<file path="src/rtl/uart_pkg.sv">
// Shared UART definitions: one-hot state indices, frame constants and small helpers.
// Used by both the receiver and the transmitter.
package uart_pkg;

    localparam int unsigned IDLE          = 0;
    localparam int unsigned START         = 1;
    localparam int unsigned DATA          = 2;
    localparam int unsigned STOP          = 3;
    localparam int unsigned NUM_STATES    = 4;

    localparam int unsigned DATA_BITS     = 8;
    localparam int unsigned MIN_CLK_RATIO = 3;

    typedef logic [NUM_STATES-1:0] state_t;

    function automatic state_t onehot(input int unsigned idx);
        state_t s;
        s      = '0;
        s[idx] = 1'b1;
        return s;
    endfunction

    function automatic logic maj3(input logic a, input logic b, input logic c);
        return (a & b) | (a & c) | (b & c);
    endfunction

endpackage

</file>
<file path="src/rtl/uart_rx_sync.sv">
// Input synchronizer for the UART receive line plus falling-edge detector.
// SYNC_STAGES selects 2 or 3 flops; all flops reset to the idle (high) level.
module uart_rx_sync #(
    parameter int unsigned SYNC_STAGES = 2
) (
    input  logic clk,
    input  logic rst_n,
    input  logic rx,
    output logic rx_s,
    output logic fall
);

    logic [SYNC_STAGES-1:0] sync_q;
    logic                   rx_s_prev_q;

    always_ff @(posedge clk or negedge rst_n) begin
        if (!rst_n) begin
            sync_q      <= '1;
            rx_s_prev_q <= 1'b1;
        end else begin
            sync_q      <= {sync_q[SYNC_STAGES-2:0], rx};
            rx_s_prev_q <= sync_q[SYNC_STAGES-1];
        end
    end

    assign rx_s = sync_q[SYNC_STAGES-1];
    // A held-low line (break) never re-arms until rx_s has been high again.
    assign fall = rx_s_prev_q & ~rx_s;

endmodule

</file>
<file path="src/rtl/uart_rx_core.sv">
// 8N1 UART receiver with one-hot FSM; bit period is clk_ratio+1 clocks, latched per frame.
// Define UART_RX_MAJORITY_EN for 2-of-3 majority sampling around each sample point.
module uart_rx_core
    import uart_pkg::*;
#(
    parameter int unsigned SYNC_STAGES = 2
) (
    input  logic       clk,
    input  logic       rst_n,
    input  logic       rx,
    input  logic [7:0] clk_ratio,
    output logic [7:0] data,
    output logic       data_valid,
    output logic       frame_err,
    output logic       rx_active
);

    localparam int unsigned IdxW = $clog2(DATA_BITS);

    state_t               state_q, state_d;
    logic [7:0]           cnt_q, cnt_d;
    logic [7:0]           ratio_q, ratio_d;
    logic [7:0]           start_tgt;
    logic [IdxW-1:0]      bit_idx_q, bit_idx_d;
    logic [DATA_BITS-1:0] shift_q, shift_d;
    logic [DATA_BITS-1:0] data_q, data_d;
    logic                 dv_q, dv_d;
    logic                 fe_q, fe_d;
    logic                 rx_s, fall, hit, sample;

    uart_rx_sync #(
        .SYNC_STAGES (SYNC_STAGES)
    ) u_sync (
        .clk   (clk),
        .rst_n (rst_n),
        .rx    (rx),
        .rx_s  (rx_s),
        .fall  (fall)
    );

`ifdef UART_RX_MAJORITY_EN
    logic [1:0] hist_q;

    always_ff @(posedge clk or negedge rst_n) begin
        if (!rst_n) begin
            hist_q <= 2'b11;
        end else begin
            hist_q <= {hist_q[0], rx_s};
        end
    end

    // Decide one cycle late using the last three rx_s values; the count restarts
    // at each decision, so bit targets stay at ratio_q and the period is unchanged.
    assign start_tgt = (ratio_q >> 1) + 8'd1;
    assign sample    = maj3(rx_s, hist_q[0], hist_q[1]);
`else
    assign start_tgt = ratio_q >> 1;
    assign sample    = rx_s;
`endif

    assign hit = state_q[START] ? (cnt_q == start_tgt) : (cnt_q == ratio_q);

    always_ff @(posedge clk or negedge rst_n) begin
        if (!rst_n) begin
            state_q   <= onehot(IDLE);
            cnt_q     <= 8'd0;
            ratio_q   <= 8'd0;
            bit_idx_q <= '0;
            shift_q   <= '0;
            data_q    <= '0;
            dv_q      <= 1'b0;
            fe_q      <= 1'b0;
        end else begin
            state_q   <= state_d;
            cnt_q     <= cnt_d;
            ratio_q   <= ratio_d;
            bit_idx_q <= bit_idx_d;
            shift_q   <= shift_d;
            data_q    <= data_d;
            dv_q      <= dv_d;
            fe_q      <= fe_d;
        end
    end

    always_comb begin
        state_d = state_q;
        unique case (1'b1)
            state_q[IDLE]:  if (fall) state_d = onehot(START);
            state_q[START]: if (hit) state_d = sample ? onehot(IDLE) : onehot(DATA);
            state_q[DATA]: begin
                if (hit && bit_idx_q == IdxW'(DATA_BITS - 1)) state_d = onehot(STOP);
            end
            state_q[STOP]:  if (hit) state_d = onehot(IDLE);
            default:        state_d = onehot(IDLE);
        endcase
    end

    always_comb begin
        cnt_d     = state_q[IDLE] ? 8'd0 : cnt_q + 8'd1;
        ratio_d   = ratio_q;
        bit_idx_d = bit_idx_q;
        shift_d   = shift_q;
        data_d    = data_q;
        dv_d      = 1'b0;
        fe_d      = 1'b0;
        unique case (1'b1)
            state_q[IDLE]: begin
                if (fall) ratio_d = clk_ratio;
            end
            state_q[START]: begin
                if (hit) begin
                    cnt_d     = 8'd0;
                    bit_idx_d = '0;
                end
            end
            state_q[DATA]: begin
                if (hit) begin
                    cnt_d              = 8'd0;
                    shift_d[bit_idx_q] = sample;
                    bit_idx_d          = bit_idx_q + 1'b1;
                end
            end
            state_q[STOP]: begin
                if (hit) begin
                    cnt_d = 8'd0;
                    if (sample) begin
                        data_d = shift_q;
                        dv_d   = 1'b1;
                    end else begin
                        fe_d   = 1'b1;
                    end
                end
            end
            default: cnt_d = 8'd0;
        endcase
    end

    assign data       = data_q;
    assign data_valid = dv_q;
    assign frame_err  = fe_q;
    assign rx_active  = ~state_q[IDLE];

endmodule

</file>
<file path="config.mk">
export PLATFORM = sky130hd
export DESIGN_NAME = uart_rx_core
export DESIGN_NICKNAME = d
export VERILOG_FILES = /design/src/rtl/uart_pkg.sv /design/src/rtl/uart_rx_sync.sv /design/src/rtl/uart_rx_core.sv
export SDC_FILE = /design/constraint.sdc
export NUM_CORES = 1
export LEC_CHECK = 0
export CAP_MARGIN = 40
export CORE_AREA = 10 10 76 78
export DETAILED_ROUTE_END_ITERATION = 10
export DIE_AREA = 0 0 86 88
export GPL_TIMING_DRIVEN = 0
export PLACE_DENSITY = 0.72
export SYNTH_ARGS = -nofsm -noshare
export SYNTH_HDL_FRONTEND = slang
export SYNTH_HIERARCHICAL = 1
export SYNTH_SLANG_ARGS = --single-unit
</file>
<file path="constraint.sdc">
create_clock -name clk -period 2.1 [get_ports clk]
set_clock_uncertainty 0.05 [all_clocks]
set_input_delay 0.42 -clock clk [delete_from_list [all_inputs] [get_ports clk]]
set_output_delay 0.42 -clock clk [all_outputs]
set_load 0.02 [all_outputs]
</file>
# Yosys cells after proc, flatten, opt, wreduce, memory -nomap -nowiden

Index checks and enable logic that the tools add are counted.
Widths: inputs -> output; s select.

$add $sub $neg: 2
$lt $le $gt $ge: 2
Equality and inequality tests: 5
Multiplexer cells: 22
Bitwise operators: 3
Reductions and logical operators: 8

Operators with widths:

| cell                | number |
|---|---|
| $mux 8              | 2 |
| $pmux 4 s4          | 1 |
| $pmux 8 s2          | 1 |
| $mux 3              | 4 |
| $add 8x1->8 const B | 1 |
| $bwmux 8            | 1 |
| $eq 8x7->1          | 1 |
| $eq 8x8->1          | 1 |
| $mux 1              | 8 |
| $mux 4              | 2 |
| $pmux 3 s2          | 1 |
| $reduce_and 3->1    | 2 |
| $lt 3x4->1 const B  | 1 |
| $ne 2x1->1 const B  | 2 |
| $reduce_and 2->1    | 2 |
| $add 3x1->3 const B | 1 |
| $demux 1 s3         | 1 |
| $eq 3x3->1 const B  | 1 |
| $ge 3x1->1 const B  | 1 |
| $reduce_or 3->1     | 1 |
| $logic_and 1x1->1   | 2 |
| $mux 2              | 1 |
| $not 1->1           | 2 |
| $reduce_bool 2->1   | 1 |
| $and 1x1->1         | 1 |

Register bits: 44
Input port bits: 11
Output and inout port bits: 11
Logic and storage cells: 52

# Logic depth before layout (Yosys ltp)

Gate-level depths: netlist (run 1).

Word-level depth: 5
Mapped depth: 7
Depth with buffers taken out: 5

# Modules after synthesis

The synthesis (run 1) kept the hierarchy.

By module, submodules not included:

| module       | instances | cells an instance | area an instance (um2) | seq. area each (um2) |
|---|---|---|---|---|
| uart_rx_core | 1         | 159               | 1963.1                 | 1027.2 |
| uart_rx_sync | 1         | 4                 | 92.6                   | 78.8 |

# Worst setup path after synthesis (run 1)

OpenSTA, ideal clock, no wires.

Path kind: register to register
Start point: register cnt_q[2]
End point: register shift_q[3]
Setup time: 0.125 ns
Arrival: 2.034 ns
Data required time: 1.925 ns
Path slack: -0.108 ns
Stages on the path, launching flop included: 8
Path buffers: 2
Clock period less this slack: 2.208 ns
Cells stage by stage: dfrtp_1 buf_6 xor2_1 or3_1 a211o_2 buf_6 nor4b_2 mux2_2

Longest elaborated chain between the ends: 3
Elaborated cells on any way between the ends: 4
Those cells by class: eq/ne: 2; mux: 1; reduce/logical: 1

RTL lines:

| element                                         | RTL line           | source |
|---|---|---|
| start, declared                                 | uart_rx_core.sv:21 | `logic [7:0] cnt_q, cnt_d;` |
| start signal, assigned                          | uart_rx_core.sv:75 | `cnt_q <= cnt_d;` |
| $eq 8x8->1 / $eq 8x7->1 (equally long branches) | uart_rx_core.sv:61 | `assign hit = state_q[START] ? (cnt_q == start_tgt) : (cnt_q == ratio_q);` |
| $mux 1 (*)                                      | uart_rx_core.sv:61 |  |
| $reduce_and 2->1 (no source line) (*)           | n/a                |  |
| end signal, assigned                            | uart_rx_core.sv:78 | `shift_q <= shift_d;` |
| end, declared                                   | uart_rx_core.sv:25 | `logic [DATA_BITS-1:0] shift_q, shift_d;` |

Every way passes the cells marked *; elsewhere a longest branch is shown, timed or not.
A chain may end at the register's enable or synchronous reset.

# Final worst setup path (run 1)

Start point: register state_q[1]
End point: register shift_q[7]

Longest elaborated chain between the ends: 2

RTL lines:

| element                           | RTL line           | source |
|---|---|---|
| start, declared                   | uart_rx_core.sv:20 | `state_t state_q, state_d;` |
| start signal, assigned            | uart_rx_core.sv:65 | `state_q <= onehot(IDLE);` |
| start signal, assigned            | uart_rx_core.sv:74 | `state_q <= state_d;` |
| $mux 1                            | uart_rx_core.sv:61 |  |
| $reduce_and 2->1 (no source line) | n/a                |  |

No other way between the ends.

==> insert_results.sql, run 1 <==
INSERT INTO impl_metrics (metric_group, metric, value, unit) VALUES
('status', 'status', 'finished, violations left', ''),
('status', 'violations_in_the_final_reports', 'negative setup slack', ''),
('logic_synthesis', 'synthesis.instances', '163', ''),
('route', 'dr.pass1.iters', '4', ''),
('finish', 'synthToLayoutAreaGrowth', '34.45', '%'),
('logic_synthesis', 'yosysWarnings', '6', ''),
('route', 'vias', '1418', ''),
('setup_path', 'critical_path.max_stage_delay', '0.40', 'ns'),
('floorplanning', 'initial_core_util', '47.87', '%'),
('floorplanning', 'design.die.area', '7568', 'µm²'),
('setup_path', 'endpoint_kind', 'flip-flop', ''),
('logic_synthesis', 'ys_dominant_reg_cell', 'dfrtp_1', ''),
('job', 'maxCapViolCount', '0', ''),
('setup_path', 'worst-setup-path-type', 'reg -> reg', ''),
('place', 'globalplace.congestion', '0.8133', ''),
('clocking', 'cts-root-to-sink-buffers', '2', ''),
('global_routing', 'globalRoute.totalOverflow', '0', ''),
('route', 'wl_per_cell', '17.79', 'µm'),
('timing', 'maxSlewViolCount', '0', ''),
('finish', 'antenna_cells', '0', ''),
('finish', 'number_of_standard_cells_in_the_layout_taps_in_and_fillers_out', '256', ''),
('logic_synthesis', 'synth_seq_area_share', '53.80', '%'),
('logic_synthesis', 'synth_area', '2056', 'µm²'),
('global_routing', 'vias_in_the_first_global_route', '1549', ''),
('logic_synthesis', 'async_flop_share', '100.0', '%'),
('setup_path', 'timing.rr.end', 'shift_q[7]', ''),
('power', 'power.density', '1060', 'nW/µm²'),
('logic_synthesis', 'synth.net_count', '177', ''),
('setup_path', 'critPathArrivalTime', '2.42', 'ns'),
('logic_synthesis', 'synth_top_area_share', '48.69', '%'),
('logic_synthesis', 'ys_top_cells_by_area', 'dfrtp_1 (49%), mux2_2 (13%), dfstp_2 (5.1%)', ''),
('setup_path', 'critPathBufInv', '2', ''),
('global_routing', 'antenna_found_initial', '0', ''),
('setup_path', 'required_time_of_the_critical_path', '2.24', 'ns'),
('route', 'ant_nets', '0', ''),
('timing', 'period_share', '108.5', '%'),
('clocking', 'path_clk_slew', '0.08', 'ns'),
('timing', 'timing.final.ws_setup', '-0.1791', 'ns'),
('worst_hold_path', 'hp-class', 'in -> async', ''),
('setup_path', 'r2r.worst_path.cells', '7', ''),
('logic_synthesis', 'postSynthAreaPerCell', '12.61', 'µm²'),
('place', 'buffer_ports.inserted', '21', ''),
('floorplanning', 'coreArea', '4294', 'µm²'),
('floorplanning', 'site_row_count', '24', ''),
('floorplanning', 'fp.dieW', '86', 'µm'),
('logic_synthesis', 'synth.lib_cells_used.distinct', '39', ''),
('power', 'post-layout-total-power', '2.928', 'mW'),
('floorplanning', 'boundaryPins', '22', ''),
('power', 'p_leak', '1.280', 'nW'),
('route', 'route.detailed.vias_per_inst', '5.539', ''),
('timing', 'hold_vio_cnt_final', '0', ''),
('global_routing', 'grt_pass1_wl', '7452', 'µm'),
('clocking', 'h-tree-depth', '2', ''),
('clocking', 'cts_bufs_inserted', '5', ''),
('setup_path', 'startpoint_type', 'flip-flop', ''),
('global_routing', 'grt_max_degree', '24', ''),
('timing', 'period_needed', '2.279', 'ns'),
('finish', 'post_route_cells_drive_above_1_share', '37.75', '%'),
('timing', 'rsz_0062_raised_after_global_routing', 'yes', ''),
('logic_synthesis', 'yosys.area.top_type', 'dfrtp_1', ''),
('finish', 'layout.nets', '217', ''),
('logic_synthesis', 'post_synth_edffs', '0', ''),
('setup_path', 'critPathMaxFanout', '7', ''),
('timing', 'timing.final.setup_violations', '23', ''),
('finish', 'fillerInstances', '320', ''),
('setup_path', 'cell_breakdown_of_the_critical_path', 'buf_4 > mux2i_1 > xnor2_1 > a211o_4 > buf_12 > nor4_4 > mux2_4', ''),
('place', 'half_perimeter_wire_length_of_the_detailed_placement_result', '3050', 'µm'),
('logic_synthesis', 'synth-seq-cells', '44', ''),
('place', 'placedCellCount', '237', ''),
('setup_path', 'cpMaxStageDelayCell', 'dfrtp_1', ''),
('timing', 'fmax', '438.8', 'MHz');
## kinds of logic after synthesis
family	synth area share [%]
and+or+nand+nor	14.55
muxes	15.09
adders and majority gates	1.826
xor gates and xnor gates	7.243
AOI/OAI and AO/OA	5.052
buffers and inverters	2.435
DFF	53.80
## flip-flops by register name, indices dropped and copies added, names as in the netlist
| signal | count |
|---|---|
| bit_idx_q | 3 |
| cnt_q | 8 |
| data | 8 |
| data_valid | 1 |
| frame_err | 1 |
| ratio_q | 8 |
| shift_q | 8 |
| state_q | 4 |
| u_sync/rx_s_prev_q | 1 |
| u_sync/sync_q | 2 |
## synth_stat cells, drive strengths merged (2+ instances only)
| cell | n |
|---|---|
| buf | 4 |
| mux2 | 24 |
| a21o | 2 |
| nand3 | 7 |
| ha | 3 |
| inv | 2 |
| nor3 | 4 |
| nor4b | 5 |
| xnor2 | 7 |
| nor2b | 4 |
| xor2 | 10 |
| mux2i | 4 |
| nor2 | 12 |
| dfrtp | 40 |
| nand2 | 9 |
| and3 | 2 |
| a32o | 2 |
| o21ai | 3 |
| clkbuf | 2 |
| dfstp | 4 |
## where the power goes
part	internal, mW	switching, mW
clock network	0.389	0.297
registers	0.995	0.149
logic	0.502	0.596
## layout make-up
cell class | instances | area (µm²) | share of cell area, %
Buffer | 5 | 50.05 | 1.811
Clock buffer | 6 | 82.58 | 2.988
Clock inverter | 2 | 38.79 | 1.403
Inverter | 2 | 7.507 | 0.2716
Multi-Input combinational cell | 111 | 1076 | 38.93
Sequential cell | 44 | 1109 | 40.11
Tap cell | 52 | 65.06 | 2.354
Timing Repair Buffer | 34 | 335.3 | 12.13
## worst max-delay path by stage
stage / startpoint / end / slack, ns / cells past startpoint
floorplan: cnt_q[2] / shift_q[3] / -0.07 / 7
global placement: rst_n / data[7] / -0.51 / 1
detailed placement: cnt_q[4] / data[4] / -0.31 / 5
CTS: cnt_q[2] / shift_q[3] / -0.17 / 7
global route: state_q[1] / shift_q[7] / -0.27 / 7
finish: state_q[1] / shift_q[7] / -0.18 / 7
## cells in the final DEF (no fill, tap or decap), types with 4 or more instances in the layout
| master | instances |
|---|---|
| nor2_1 | 9 |
| buf_4 | 11 |
| dfrtp_1 | 38 |
| dfstp_2 | 4 |
| xor2_1 | 10 |
| clkbuf_8 | 6 |
| nand2_1 | 9 |
| clkdlybuf4s50_1 | 20 |
| nand3_1 | 5 |
| mux2_2 | 12 |
| xnor2_1 | 7 |
| mux2_4 | 12 |
## per-stage QoR
| step | instance area [µm²] | setup slack [ns] | hold WS (ns) | util [%] | TNS (ns) |
|---|---|---|---|---|---|
| 4_1_cts | 2666 | -0.1662 | 0.04300 | 62.09 | -1.927 |
| 2_1_floorplan | 2069 | -0.06887 | 0.07441 | - | -0.6346 |
| 3_5_place_dp | 2367 | -0.3130 | 0.3024 | 55.13 | -4.911 |
| 6_report | 2764 | -0.1791 | 0.03795 | 64.36 | -2.065 |
| 5_1_grt | 2764 | -0.2691 | 0.07218 | 64.36 | -4.433 |
| 3_3_place_gp | 2345 | -0.5114 | 0.2964 | 54.60 | -24.26 |
## routing by layer
layer / wire (µm) / track usage, % / vias to the layer above
met5: 0 / 0 / -
met4: 52 / 5.988 / 0
met3: 238 / 3.435 / 6
met2: 2398 / 20.62 / 34
met1: 1864 / 13.97 / 721
li1: - / - / 657
## repair_timing
item | 4_1_cts | 5_1_grt
hold endpoints to repair | 0 | 0
pin swaps | 3 | 14
setup buffers | 7 | 5
hold buffers | 0 | 0
endpoints found under the setup margin | 26 | 28
resized for setup | 23 | 16
gates cloned | 0 | 0
(Power assumes the default switching activity.)
==> run 2: changes to the inputs <==
--- a/config.mk
+++ b/config.mk
@@ -6,11 +6,12 @@
 export NUM_CORES = 1
 export LEC_CHECK = 0
 export CAP_MARGIN = 40
-export CORE_AREA = 10 10 76 78
+export CORE_AREA = 10 10 73 69
+export CTS_BUF_LIST = sky130_fd_sc_hd__clkbuf_4
 export DETAILED_ROUTE_END_ITERATION = 10
-export DIE_AREA = 0 0 86 88
+export DIE_AREA = 0 0 83 79
 export GPL_TIMING_DRIVEN = 0
-export PLACE_DENSITY = 0.72
+export PLACE_DENSITY = 0.82
 export SYNTH_ARGS = -nofsm -noshare
 export SYNTH_HDL_FRONTEND = slang
 export SYNTH_HIERARCHICAL = 1
==> constraint.sdc (replaced) <==
create_clock -name clk -period 2.9 [get_ports clk]
set_clock_uncertainty 0.05 [all_clocks]
set_input_delay 0.58 -clock clk [delete_from_list [all_inputs] [get_ports clk]]
set_output_delay 0.58 -clock clk [all_outputs]
set_load 0.02 [all_outputs]
==> run 2 against run 1 <==
Die area is 13% lower. Wire length shrank 16%. Combinational power shrank 50%. Critical endpoint is now shift_q[3]. Count of clock-buffer cells in the layout did not move. Sequential share of layout area grew 5.5 points. Utilization rose by 3.5 points. Critical path type unchanged. Setup slack better by 0.67 ns. Maximum frequency decreased by 5.4%. The run now ends clean. Final area shrank 12%. Register-to-register slack better by 0.67 ns. Critical path depth unchanged.
==> insert_results.sql, run 2 (same netlist as run 1, synthesis figures left out) <==
INSERT INTO impl_metrics (metric_group, metric, value, unit) VALUES
('status', 'status', 'finished, final reports clean', ''),
('clocking', 'cts-root-to-sink-buffers', '2', ''),
('job', 'maxCapViolCount', '0', ''),
('setup_path', 'reg2reg_setup_slack', '0.49', 'ns'),
('place', 'buffer_ports.inserted', '21', ''),
('setup_path', 'critical_path.reg2reg.startpoint', 'state_q[1]', ''),
('floorplanning', 'boundaryPins', '22', ''),
('timing', 'rsz_0062_raised_after_global_routing', 'no', ''),
('route', 'drc', '0', ''),
('route', 'vias', '1339', ''),
('timing', 'worst_slew_margin_rel', '60.49', '%'),
('floorplanning', 'site_row_count', '21', ''),
('floorplanning', 'design.die.area', '6557', 'µm²'),
('timing', 'fmax', '414.9', 'MHz'),
('timing', 'period_share', '83.12', '%'),
('floorplanning', 'coreArea', '3573', 'µm²'),
('finish', 'layout.nets', '206', ''),
('route', 'wl_per_cell', '16.03', 'µm'),
('setup_path', 'cpMaxStageDelayCell', 'dfrtp_1', ''),
('global_routing', 'globalRoute.totalOverflow', '0', ''),
('setup_path', 'critical_path.top_delay_family', 'multiplexers', ''),
('finish', 'layout_common_cells', 'dfrtp_1 (40), mux2_2 (24), clkdlybuf4s50_1 (20)', ''),
('power', 'power.density', '722.9', 'nW/µm²'),
('global_routing', 'antenna_found_initial', '0', ''),
('finish', 'antenna_cells', '0', ''),
('place', 'placedCellCount', '231', ''),
('floorplanning', 'chipHeight', '79', 'µm'),
('setup_path', 'critPathMaxFanout', '10', ''),
('clocking', 'cts.hold.buffers_added', '0', ''),
('setup_path', 'critical_path.max_stage_delay', '0.45', 'ns'),
('global_routing', 'grt_pass1_wl', '6837', 'µm'),
('place', 'half_perimeter_wire_length_of_the_detailed_placement_result', '2896', 'µm'),
('power', 'vdd_drop_max', '475.3', 'µV'),
('global_routing', 'grt_max_degree', '27', ''),
('timing', 'maxSlewViolCount', '0', ''),
('setup_path', 'startpoint_type', 'flip-flop', ''),
('clocking', 'post-cts-setup-buffer-count', '0', ''),
('finish', 'post_route_cells_drive_above_1_share', '25.39', '%'),
('place', 'globalplace.congestion', '0.8629', ''),
('setup_path', 'critPathArrivalTime', '2.61', 'ns'),
('floorplanning', 'initial_core_util', '57.53', '%'),
('timing', 'timing.setup.tns', '0', 'ns'),
('floorplanning', 'fp.dieW', '83', 'µm'),
('setup_path', 'endpoint_kind', 'flip-flop', ''),
('clocking', 'cts.root.buffer_cell', 'clkbuf_4', ''),
('power', 'p_leak', '1.102', 'nW'),
('clocking', 'path_clk_slew', '0.13', 'ns'),
('route', 'dr.pass1.iters', '4', ''),
('worst_hold_path', 'hp-class', 'in -> async', ''),
('clocking', 'cts_bufs_inserted', '5', ''),
('finish', 'final_common_cell', 'dfrtp_1', ''),
('finish', 'synthToLayoutAreaGrowth', '18.02', '%'),
('setup_path', 'required_time_of_the_critical_path', '3.10', 'ns'),
('route', 'routed_wl', '3832', 'µm'),
('setup_path', 'critPathBufInv', '2', ''),
('setup_path', 'cell_breakdown_of_the_critical_path', 'buf_4 > mux2i_1 > xor2_1 > nand3_1 > buf_2 > nor4b_2 > mux2_2', ''),
('finish', 'number_of_standard_cells_in_the_layout_taps_in_and_fillers_out', '239', ''),
('clocking', 'post_cts_resized', '0', ''),
('global_routing', 'grt_use_total', '12.50', '%'),
('clocking', 'h-tree-depth', '2', ''),
('route', 'route.detailed.vias_per_inst', '5.603', ''),
('clocking', 'tritoncts_sinks', '44', ''),
('route', 'ant_nets', '0', ''),
('timing', 'tightestPinTransition', '0.5891', 'ns'),
('timing', 'timing.final.setup_violations', '0', ''),
('timing', 'hold_vio_cnt_final', '0', ''),
('clocking', 'cts_tree', 'done', ''),
('route', 'first_iter_violations', '94', ''),
('setup_path', 'worst-setup-path-type', 'reg -> reg', ''),
('finish', 'fillerInstances', '272', ''),
('setup_path', 'timing.rr.end', 'shift_q[3]', ''),
('setup_path', 'r2r.worst_path.cells', '7', ''),
('clocking', 'insertion_delay', '0.36', 'ns'),
('global_routing', 'vias_in_the_first_global_route', '1419', ''),
('timing', 'period_needed', '2.410', 'ns');
[run 2: layer usage]
layer	wire length [µm]	up-vias	track usage, %
li1	-	635	-
met1	1794	672	15.39
met2	1816	26	19.14
met3	162	6	5.102
met4	59	0	4.932
met5	0	-	0
[run 2: through the flow]
step	cell area, µm²	util, %	hold slack (ns)	power, mW	setup WS (ns)
global route	2426	67.89	0.1127	1.858	0.3969
finish	2426	67.89	0.09989	1.754	0.4896
floorplan	2056	-	0.2344	1.228	0.6916
CTS	2426	67.89	0.1133	1.762	0.5136
detailed placement	2346	65.65	0.2968	1.376	0.5382
global placement	2323	65.02	0.2962	1.341	0.2077
[run 2: worst max path at each step]
stage	from	end	slack (ns)	cells past startpoint
after floorplan	cnt_q[2]	shift_q[3]	0.69	7
after global placement	rst_n	data_valid	0.21	1
after detailed placement	state_q[1]	shift_q[3]	0.54	7
after CTS	state_q[1]	shift_q[3]	0.51	7
after global routing	state_q[1]	shift_q[3]	0.40	7
final	state_q[1]	shift_q[3]	0.49	7
[run 2: where the power goes]
group / switching (mW) / internal (mW)
Clock: 0.192 / 0.190
Sequential: 0.103 / 0.720
Combinational: 0.296 / 0.253
[run 2: area by class of cell]
type                       instances  area (µm²)  area share (%)
sequential                        44        1106           45.59
multi-input combinational        111       899.6           37.08
timing repair buffer              22       232.7           9.593
tap                               46       57.56           2.372
clock buffer                       6       45.04           1.857
buffer                             6       42.54           1.753
clock inverter                     2       35.03           1.444
inverter                           2       7.507          0.3094
